--- src/rtl/fp_accum_ctrl_pkg.sv ---
// Shared float type and helpers for the accumulation controller.
// Holds the IEEE-754 single layout plus operand screening helpers.
package fp_accum_ctrl_pkg;

    localparam int COUNT_W = 16;

    typedef struct packed {
        logic        sign;
        logic [7:0]  biased_exponent;
        logic [22:0] mantissa;
    } float_t;

    localparam float_t FLOAT_POS_ZERO = '0;

    // Inf/NaN (exponent all-ones) or subnormal (exponent zero, mantissa set)
    function automatic logic is_unsupported_float(input float_t x);
        logic exp_max;
        logic subnorm;
        exp_max = &x.biased_exponent;
        subnorm = (x.biased_exponent == '0) && (x.mantissa != '0);
        return exp_max || subnorm;
    endfunction

endpackage

--- src/rtl/fp_accum_ctrl.sv ---
// Streaming reduction controller wrapped around an external fp_add.
// One addition in flight; running sum starts at +0 for each vector.
module fp_accum_ctrl
    import fp_accum_ctrl_pkg::*;
#(
    parameter int CountWidth = 16
) (
    input  logic                  clk_i,
    input  logic                  rst_ni,
    output logic                  in_ready_o,
    input  logic                  in_valid_i,
    input  float_t                in_data_i,
    input  logic                  in_last_i,
    input  logic                  add_op_ready_i,
    output logic                  add_op_valid_o,
    output float_t                add_op_a_o,
    output float_t                add_op_b_o,
    output logic                  add_sum_ready_o,
    input  logic                  add_sum_valid_i,
    input  float_t                add_sum_data_i,
    input  logic                  out_ready_i,
    output logic                  out_valid_o,
    output float_t                out_data_o,
    output logic [CountWidth-1:0] out_count_o,
    output logic                  out_err_o
);

    typedef enum logic [1:0] {
        ACCEPT,
        ISSUE,
        WAIT_SUM,
        OUTPUT
    } state_e;

    state_e                state_q, state_d;
    float_t                acc_q, acc_d;
    float_t                elem_q, elem_d;
    logic                  last_q, last_d;
    logic [CountWidth-1:0] count_q, count_d;
    logic                  err_q, err_d;

    // Handshake strobes are flops so they read 0 while in reset.
    logic in_ready_q, in_ready_d;
    logic op_valid_q, op_valid_d;
    logic sum_ready_q, sum_ready_d;
    logic out_valid_q, out_valid_d;

    // Next-state, datapath updates and registered strobe decode
    always_comb begin
        state_d = state_q;
        acc_d   = acc_q;
        elem_d  = elem_q;
        last_d  = last_q;
        count_d = count_q;
        err_d   = err_q;

        unique case (state_q)
            ACCEPT: begin
                if (in_valid_i && in_ready_q) begin
                    elem_d = in_data_i;
                    last_d = in_last_i;
                    if (count_q != '1) begin
                        count_d = count_q + 1'b1;
                    end
                    err_d   = err_q | is_unsupported_float(in_data_i);
                    state_d = ISSUE;
                end
            end
            ISSUE: begin
                if (add_op_ready_i && op_valid_q) begin
                    state_d = WAIT_SUM;
                end
            end
            WAIT_SUM: begin
                if (add_sum_valid_i && sum_ready_q) begin
                    acc_d   = add_sum_data_i;
                    err_d   = err_q | is_unsupported_float(add_sum_data_i);
                    state_d = last_q ? OUTPUT : ACCEPT;
                end
            end
            OUTPUT: begin
                if (out_ready_i && out_valid_q) begin
                    acc_d   = FLOAT_POS_ZERO;
                    count_d = '0;
                    err_d   = 1'b0;
                    state_d = ACCEPT;
                end
            end
            default: state_d = ACCEPT;
        endcase

        in_ready_d  = (state_d == ACCEPT);
        op_valid_d  = (state_d == ISSUE);
        sum_ready_d = (state_d == WAIT_SUM);
        out_valid_d = (state_d == OUTPUT);
    end

    // State and datapath registers
    always_ff @(posedge clk_i or negedge rst_ni) begin
        if (!rst_ni) begin
            state_q     <= ACCEPT;
            acc_q       <= FLOAT_POS_ZERO;
            elem_q      <= FLOAT_POS_ZERO;
            last_q      <= 1'b0;
            count_q     <= '0;
            err_q       <= 1'b0;
            in_ready_q  <= 1'b0;
            op_valid_q  <= 1'b0;
            sum_ready_q <= 1'b0;
            out_valid_q <= 1'b0;
        end else begin
            state_q     <= state_d;
            acc_q       <= acc_d;
            elem_q      <= elem_d;
            last_q      <= last_d;
            count_q     <= count_d;
            err_q       <= err_d;
            in_ready_q  <= in_ready_d;
            op_valid_q  <= op_valid_d;
            sum_ready_q <= sum_ready_d;
            out_valid_q <= out_valid_d;
        end
    end

    assign in_ready_o      = in_ready_q;
    assign add_op_valid_o  = op_valid_q;
    assign add_op_a_o      = acc_q;
    assign add_op_b_o      = elem_q;
    assign add_sum_ready_o = sum_ready_q;
    assign out_valid_o     = out_valid_q;
    assign out_data_o      = acc_q;
    assign out_count_o     = count_q;
    assign out_err_o       = err_q;

endmodule

--- config.mk ---
export PLATFORM = sky130hd
export DESIGN_NAME = fp_accum_ctrl
export DESIGN_NICKNAME = d
export VERILOG_FILES = /design/src/rtl/fp_accum_ctrl_pkg.sv /design/src/rtl/fp_accum_ctrl.sv
export SDC_FILE = /design/constraint.sdc
export NUM_CORES = 1
export LEC_CHECK = 0
export CAP_MARGIN = 20
export CELL_PAD_IN_SITES_DETAIL_PLACEMENT = 1
export CELL_PAD_IN_SITES_GLOBAL_PLACEMENT = 1
export CORE_AREA = 2 2 122 124
export CTS_CLUSTER_SIZE = 40
export DETAILED_ROUTE_END_ITERATION = 10
export DIE_AREA = 0 0 124 126
export PLACE_DENSITY_LB_ADDON = 0.1
export RECOVER_POWER = 50
export SLEW_MARGIN = 15
export SYNTH_ARGS = -nofsm -noshare
export SYNTH_HDL_FRONTEND = slang
export SYNTH_SLANG_ARGS = --single-unit
--- constraint.sdc ---
create_clock -name clk_i -period 2.35 [get_ports clk_i]
set_clock_uncertainty 0.15 [all_clocks]
set_input_delay 0.47 -clock clk_i [delete_from_list [all_inputs] [get_ports clk_i]]
set_output_delay 0.47 -clock clk_i [all_outputs]
set_load 0.02 [all_outputs]
## Word-level counts from Yosys, hierarchy flattened

Cells that the tools add are included.

- Memories kept: 0
- Bits in registers: 88
- Latch bits: 0
- Logic and storage cells: 68
- Bits of input ports: 71
- Output and inout bits: 117
- Memory bits (writable): 0
- ROM bits: 0

- Bitwise operators: 2
- Reduce and logical (&&, ||, !) cells: 23
- Divide/modulo/power cells: 0
- Eq/ne operators: 11
- Order comparisons: 0
- Shift operators: 0
- Add/sub/neg operators: 1
- $mul: 0
- Muxes and demuxes: 17

Operators with widths:

| cell | count |
|---|---|
| $mux W32 | 2 |
| $pmux W32 S2 | 1 |
| $mux W16 | 3 |
| $reduce_bool A23 Y1 | 2 |
| $pmux W16 S2 | 1 |
| $add A16 B1 Y16 const B | 1 |
| $logic_not A8 Y1 | 2 |
| $ne A16 B16 Y1 const B | 1 |
| $reduce_and A8 Y1 | 2 |
| $mux W2 | 5 |
| $eq A2 B2 Y1 const B | 4 |
| $ne A2 B2 Y1 const B | 4 |
| $pmux W2 S4 | 1 |
| $reduce_and A4 Y1 | 2 |
| $logic_and A1 B1 Y1 | 6 |
| $eq A2 B1 Y1 const B | 2 |
| $logic_not A2 Y1 | 2 |
| $reduce_bool A2 Y1 | 2 |
| $mux W1 | 3 |
| $pmux W1 S3 | 1 |
| $reduce_and A3 Y1 | 1 |
| $reduce_bool A3 Y1 | 1 |
| $logic_or A1 B1 Y1 | 2 |
| $or A1 B1 Y1 | 2 |
| $reduce_and A2 Y1 | 1 |

## Longest topological paths before layout

Gate-level depths: netlist (run 1).

- Depth after elaboration: 6
- Mapped depth: 6
- Depth with buffers taken out: 5

## Least setup slack after synthesis (run 1)

No wires, ideal clock.

- Path type: flip-flop to flip-flop
- Start point: register count_q[0], in the netlist out_count_o[0]
- End point: register count_q[10], in the netlist out_count_o[10]
- Arrival: 1,599 ps
- Setup time: 78 ps
- Slack: 524 ps
- Period minus slack after synthesis: 1,826 ps
- Stages on the path, launching flop included: 6
- Path buffers: 0
- Required time: 2,122 ps
- Cells stage by stage: dfrtp_1 ha_1 and4_1 nand3_2 or4_1 a21oi_1

- Longest elaborated chain between the ends: 4
- Elaborated cells between the ends (all ways): 7
- Classes of those cells: add/sub: 1; eq/ne: 2; mux: 3; reduce/logical: 1

Ends and longest elaborated chain:

| item | line | text |
|---|---|---|
| start, declared | fp_accum_ctrl.sv:39 | `logic [CountWidth-1:0] count_q, count_d;` |
| start signal, assigned | fp_accum_ctrl.sv:116 | `count_q <= count_d;` |
| $add A16 B1 Y16 | fp_accum_ctrl.sv:63 | `count_d = count_q + 1'b1;` |
| $mux W16 | fp_accum_ctrl.sv:62 | `if (count_q != '1) begin` |
| $mux W16 | fp_accum_ctrl.sv:59 | `if (in_valid_i && in_ready_q) begin` |
| $pmux W16 S2 | fp_accum_ctrl.sv:57 | `unique case (state_q)` |

Parallel ways exist; a longest one is shown, timed or not. The select of a mux whose other input is x is not followed.
A chain may end at the register's enable or synchronous reset.

## Worst setup path in the final report (run 1)

- Start point: register count_q[5], in the netlist out_count_o[5]
- End point: output out_count_o[5]

RTL lines:

| item | line | text |
|---|---|---|
| end, declared | fp_accum_ctrl.sv:24 | `output logic [CountWidth-1:0] out_count_o,` |

No word-level cell between the ends.

==> flow_summary_export.csv, run 1 <==
group,metric,value,unit
synthesis,synth-compound-area-share,0.0889,
clock_tree,cts_tree,"yes",
clock_tree,clkLatencyLatePin,0.35,ns
critical_path,worstRegToRegCells,5,
synthesis,synth_fa_ha_area_frac,0.00299,
critical_path,critPathMaxFanout,8,
flow_run,max-cap-violations,0,
hold_path,min_path_type,"register to register",
die,core,0.0143,mm^2
clock_tree,clkTransAtPathRegs,0.06,ns
hold_path,holdCritStartpoint,"add_op_b_o[17]",
layout,syn_to_final_growth,51.7,%
route,drt-pass1-iter-count,4,
timing,drv_slew,0,
placement,dp_hpwl,10.1,mm
die,die_x,124,um
route,remaining_drc_errors,0,
critical_path,crit_path_start_kind,"register",
synthesis,synth_top_area_cell,"dfrtp_1",
synthesis,synth_xor_area_frac,0,
clock_tree,numCtsBuffers,9,
layout,fin_util,0.443,
clock_tree,cts_hold_buf,0,
clock_tree,cts_sinks,88,
clock_tree,post_cts.repair.setup_buffers,0,
status,outcome,"finished clean",
power,p_per_area,1300,mW/mm^2
critical_path,worstSetupEndpointType,"output pin",
synthesis,synth_top_family_by_area,"simple AND/OR/NAND/NOR gates",
critical_path,crit_cells,1,
synthesis,synth_top_cell_area_share,0.527,
timing,hold_violations,0,
layout,antenna-diode-count,0,
route,via_per_inst,4.73,
timing,post-route-min-period,2.10,ns
die,dieArea,0.0156,mm^2
critical_path,r2r_slack,0.35,ns
synthesis,synthFlopType,"dfrtp_1",
route,detail_route.wl_per_cell,16.6,um
synthesis,synth_seq_area_share,0.527,
synthesis,yosys_warnings,0,
power,p_leak,2.78,nW
critical_path,rr_startpoint,"state_q[0]",
critical_path,cp_num_buf_inv,1,
timing,tns,0,ns
global_route,grt_pass1_wl,21.6,mm
clock_tree,cts_max_level,3,
global_route,grt_use_total,0.181,
synthesis,muxShareOfSynthArea,0.0194,
synthesis,yosys.cell_types.count,43,
global_route,antenna_found_initial,0,
placement,port_buffers,187,
synthesis,ys_ff_latch,88,
clock_tree,clockRootBuffer,"clkbuf_16",
critical_path,crit_path_top_delay_cell,"clkdlybuf4s50_1",
timing,worst_pin_slew,1.26,ns
die,io_pins,188,
global_route,grt_max_degree,89,
critical_path,path_cells,"clkdlybuf4s50_1",
critical_path,arrival,1.48,ns
timing,setup_viol,0,
timing,rsz0062_at_grt,"false",
die,die_height,126,um
route,drtIter0Drc,177,
timing,period_share,0.896,
timing,slew_headroom,0.158,
synthesis,synth_area_per_cell,8.86,um^2
synthesis,synth_nets,544,
synthesis,postSynth.asyncResetShare,1.00,
layout,drive_gt1_frac,0.0552,
timing,max_freq,0.475,GHz
route,ant_nets,0,
clock_tree,cts_resized,0,
global_route,grt_pass1_vias,4014,
clock_tree,cts_buffer_depth,2,
die,core.rowCount,44,
placement,gp_congestion,0.795,
global_route,grt_remaining_overflow,0,
hold_path,hold_end,"add_op_b_o[17]",
critical_path,timing.rr.end,"add_op_a_o[31]",
synthesis,synth_edf_count,0,
critical_path,critical-path-top-delay-family,"buffers and inverters",
synthesis,syn-cell-area,0.00418,mm^2
hold_path,min_path_cells,2,
synthesis,postSynthCellCount,472,
layout,final_nets,701,
die,start_util,0.292,
critical_path,slowest_delay,0.66,ns
critical_path,required,1.73,ns
critical_path,crit_type,"register to output pin",
route,finalWirelength,13.6,mm
route,num_vias,3872,
power,irDropWorstVdd,0.629,mV
synthesis,synth-simple-area-share,0.279,
synthesis,synth.area.top_cells,"dfrtp_1 53%, nand2_1 16%, buf_4 5.7%, o21ai_0 4.7%, nand4_1 1.9%",
==> final cells by class <==
class	count	area, um^2
fillers	1633	7970
clock buffers	12	267
flip-flops and latches	88	2200
clock inverters	4	27.5
well taps	184	230
multi-input cells	328	1640
repair buffers	200	1970
inverters	2	7.51
==> flip-flops by register name, indices dropped and copies added (netlist names), 2 cells and up <==
signal,cells
add_op_a_o,32
out_count_o,16
add_op_b_o,32
state_q,2
==> cell usage after synthesis (all sizes together) (2+ instances only) <==
| cell | number |
|---|---|
| clkbuf | 16 |
| nor2b | 2 |
| and4 | 4 |
| o31ai | 4 |
| nand4 | 13 |
| nor4 | 14 |
| or4 | 6 |
| nand3 | 5 |
| and3 | 4 |
| buf | 38 |
| dfrtp | 88 |
| mux2i | 7 |
| or3 | 2 |
| inv | 2 |
| and3b | 2 |
| a21oi | 9 |
| nor3 | 8 |
| o21ai | 39 |
| nor2 | 9 |
| o211ai | 2 |
| nand2 | 182 |
==> routing by layer <==
metal / GRT usage / up-vias / routed length (um)
met5: 0 / - / 0
met4: 0.0734 / 0 / 237
met3: 0.0380 / 14 / 757
met2: 0.293 / 103 / 6790
met1: 0.236 / 1874 / 5820
li1: - / 1881 / -
==> cell families after synthesis <==
| group | Yosys count |
|---|---|
| adders and majority gates | 1 |
| AOI/OAI and AO/OA | 64 |
| muxes | 8 |
| DFF | 88 |
| buffers and inverters | 56 |
| and+or+nand+nor | 255 |
==> report_power, final <==
group	leakage (nW)	switching, mW	total (mW)	internal, mW
Clock	0.149	0.608	1.41	0.804
Combinational	1.50	2.24	4.20	1.96
Sequential	1.13	0.480	2.62	2.14
==> worst max-delay path by stage <==
stage | start | endpoint | slack [ns]
after floorplan | out_count_o[0] | out_count_o[10] | 0.52
after global placement | in_valid_i | out_count_o[11] | 0.11
after detailed placement | in_valid_i | out_count_o[9] | 0.08
after CTS | out_count_o[5] | out_count_o[5] | 0.22
after global routing | state_q[0] | add_op_a_o[2] | 0.09
final | out_count_o[5] | out_count_o[5] | 0.25
==> through the flow <==
stage	instance area [um^2]	hold slack [ns]	setup WS (ns)	cells	total power, mW
3_5_place_dp	6070	0.313	0.0823	802	6.93
4_1_cts	6370	0.0290	0.219	818	8.41
3_3_place_gp	6070	0.310	0.111	802	6.85
2_1_floorplan	4180	0.0244	0.524	472	4.97
5_1_grt	6340	0.343	0.0893	818	8.80
6_report	6340	0.324	0.245	818	8.23
==> cell usage in the layout (no fill, tap or decap), types with 3 or more instances in the layout <==
cell type	synthesis	layout
a21oi_1	9	9
nand3_1	4	4
buf_4	32	9
clkbuf_8	0	3
nand4_1	13	13
nor3_1	8	8
nor4_1	13	13
and3_1	4	4
nand2_1	181	181
dfrtp_1	88	88
o31ai_1	4	4
or4_1	6	6
clkbuf_4	0	3
nor2_1	9	9
and4_1	4	4
mux2i_1	7	7
clkdlybuf4s50_1	0	185
clkbuf_16	0	9
o21ai_0	39	38
(Power assumes the default switching activity.)
==> inputs of run 2 (changes only) <==
--- a/config.mk
+++ b/config.mk
@@ -10,6 +10,6 @@
 export CELL_PAD_IN_SITES_GLOBAL_PLACEMENT = 1
-export CORE_AREA = 2 2 122 124
+export CORE_AREA = 2 2 156 97
 export CTS_CLUSTER_SIZE = 40
 export DETAILED_ROUTE_END_ITERATION = 10
-export DIE_AREA = 0 0 124 126
+export DIE_AREA = 0 0 158 99
 export PLACE_DENSITY_LB_ADDON = 0.1
==> constraint.sdc (replaced) <==
create_clock -name clk_i -period 2.35 [get_ports clk_i]
set_clock_uncertainty 0.15 [all_clocks]
set_input_delay 0.235 -clock clk_i [delete_from_list [all_inputs] [get_ports clk_i]]
set_output_delay 0.235 -clock clk_i [all_outputs]
set_load 0.02 [all_outputs]
==> run 2 against run 1 <==
Effect of this change:
- largest power group unchanged
- cell count increased by 1.8%
- sequential power about the same
- first-iteration DRC count decreased by 27%
- core utilization increased by 0.76 points
==> flow_summary_export.csv, run 2 (synthesized netlist as in run 1, its figures left out) <==
group,metric,value,unit
die,io_pins,188,
timing,worst_pin_slew,1.21,ns
die,die_x,158,um
timing,setup_viol,0,
global_route,grt_use_total,0.184,
layout,final_cell_mix,"181 x nand2_1, 148 x clkdlybuf4s50_1, 88 x dfrtp_1, 39 x dlygate4sd3_1, 38 x o21ai_0",
critical_path,critPathMaxFanout,25,
clock_tree,cts_max_level,3,
global_route,antenna_found_initial,1,
timing,slew_headroom,0.191,
critical_path,worstSetupEndpointType,"register",
flow_run,max-cap-violations,0,
critical_path,crit_type,"register to register",
power,p_per_area,1300,mW/mm^2
route,remaining_drc_errors,0,
layout,syn_to_final_growth,53.1,%
die,die_height,99,um
route,detail_route.wl_per_cell,16.7,um
clock_tree,cts_resized,0,
global_route,grt_remaining_overflow,0,
power,irDropWorstVdd,0.541,mV
hold_path,min_path_type,"input port to register",
placement,postPlaceCellArea,0.00608,mm^2
critical_path,startpoint,"state_q[0]",
layout,fill_cells,1642,
power,p_leak,2.85,nW
placement,gp_congestion,0.819,
layout,final_nets,702,
route,num_vias,3874,
timing,hold_violations,0,
route,finalWirelength,13.9,mm
hold_path,holdCritStartpoint,"in_last_i",
route,drtIter0Drc,129,
layout,final_cell_area,0.00640,mm^2
layout,antenna-diode-count,0,
timing,tns,0,ns
die,start_util,0.294,
global_route,grt_pass1_vias,4107,
clock_tree,cts_buffer_depth,2,
placement,port_buffers,187,
placement,dp_hpwl,10.7,mm
critical_path,arrival,2.17,ns
route,ant_nets,0,
timing,setup_slack,0.255,ns
clock_tree,cts_tree,"yes",
timing,max_freq,0.477,GHz
clock_tree,cts_hold_buf,1,
clock_tree,cts_sinks,88,
global_route,grt_pass1_wl,22.3,mm
route,via_per_inst,4.65,
layout,seq_area,0.00220,mm^2
global_route,grt_max_degree,41,
status,outcome,"finished clean",
critical_path,crit_path_start_kind,"register",
die,core.rowCount,34,
clock_tree,clkTransAtPathRegs,0.07,ns
die,dieArea,0.0156,mm^2
timing,rsz0062_at_grt,"false",
clock_tree,clockRootBuffer,"clkbuf_16",
critical_path,required,2.42,ns
layout,final_common_cell,"nand2_1",
critical_path,rr_startpoint,"state_q[0]",
placement,place_ws,0.235,ns
clock_tree,clkLatencyLatePin,0.34,ns
route,drt-pass1-iter-count,4,
timing,period_share,0.892,
die,core,0.0142,mm^2
clock_tree,numCtsBuffers,9,
clock_tree,post_cts.repair.setup_buffers,0,
layout,multi_input_area,0.00164,mm^2
layout,drive_gt1_frac,0.0520,
timing,drv_slew,0,
timing,post-route-min-period,2.10,ns
## run 2: final cells by class
cell class                 count  share of cell area
sequential                    88               0.344
timing repair buffer         201               0.308
multi-input combinational    328               0.256
clock buffer                  12              0.0401
tap                          198              0.0387
clock inverter                 4              0.0119
inverter                       2             0.00117
## run 2: routing by layer
layer	up-vias	track usage	part of all wire
li1	1890	-	-
met3	4	0.0620	0.063
met5	-	0	0.00093
met4	2	0.0319	0.0029
met2	95	0.270	0.44
met1	1883	0.265	0.49
## run 2: path summary, 6_finish.rpt
kind,to,slack (ns),cells past startpoint
min in group asynchronous,add_op_b_o[15],0.52,2
worst min-delay path,last_q,0.29,3
worst max register to register,in_ready_o,0.25,6
worst max-delay path,in_ready_o,0.25,6
max in group asynchronous,out_count_o[15],0.49,3
worst min register to register,add_op_b_o[10],0.32,2
## run 2: per-stage QoR
stage,total power [mW],cells,util,hold slack (ns)
detailed placement,6.96,816,0.428,-0.000843
floorplan,4.97,472,-,-0.211
global placement,6.86,816,0.428,-0.000477
CTS,8.62,833,0.452,0.168
global route,8.91,833,0.451,0.293
finish,8.35,833,0.451,0.293
## run 2: power breakdown
| part | leakage, nW | switching [mW] | internal (mW) |
|---|---|---|---|
| clock network | 0.159 | 0.614 | 0.993 |
| logic | 1.56 | 2.28 | 1.85 |
| registers | 1.13 | 0.473 | 2.14 |
## run 2: worst max-delay path: stages, from the launching register on
cell and delay, ns:
dfrtp_1 0.34, clkbuf_1 0.43, and3b_1 0.27, o21ai_4 0.13
clkbuf_2 0.38, o22a_1 0.23, nor2_1 0.06
==> inputs of run 3 (changes only) <==
Settings changed: GPL_ROUTABILITY_DRIVEN set to 0.
==> results of run 3 <==
The final DEF is identical to that of run 2; final timing and power are the same.
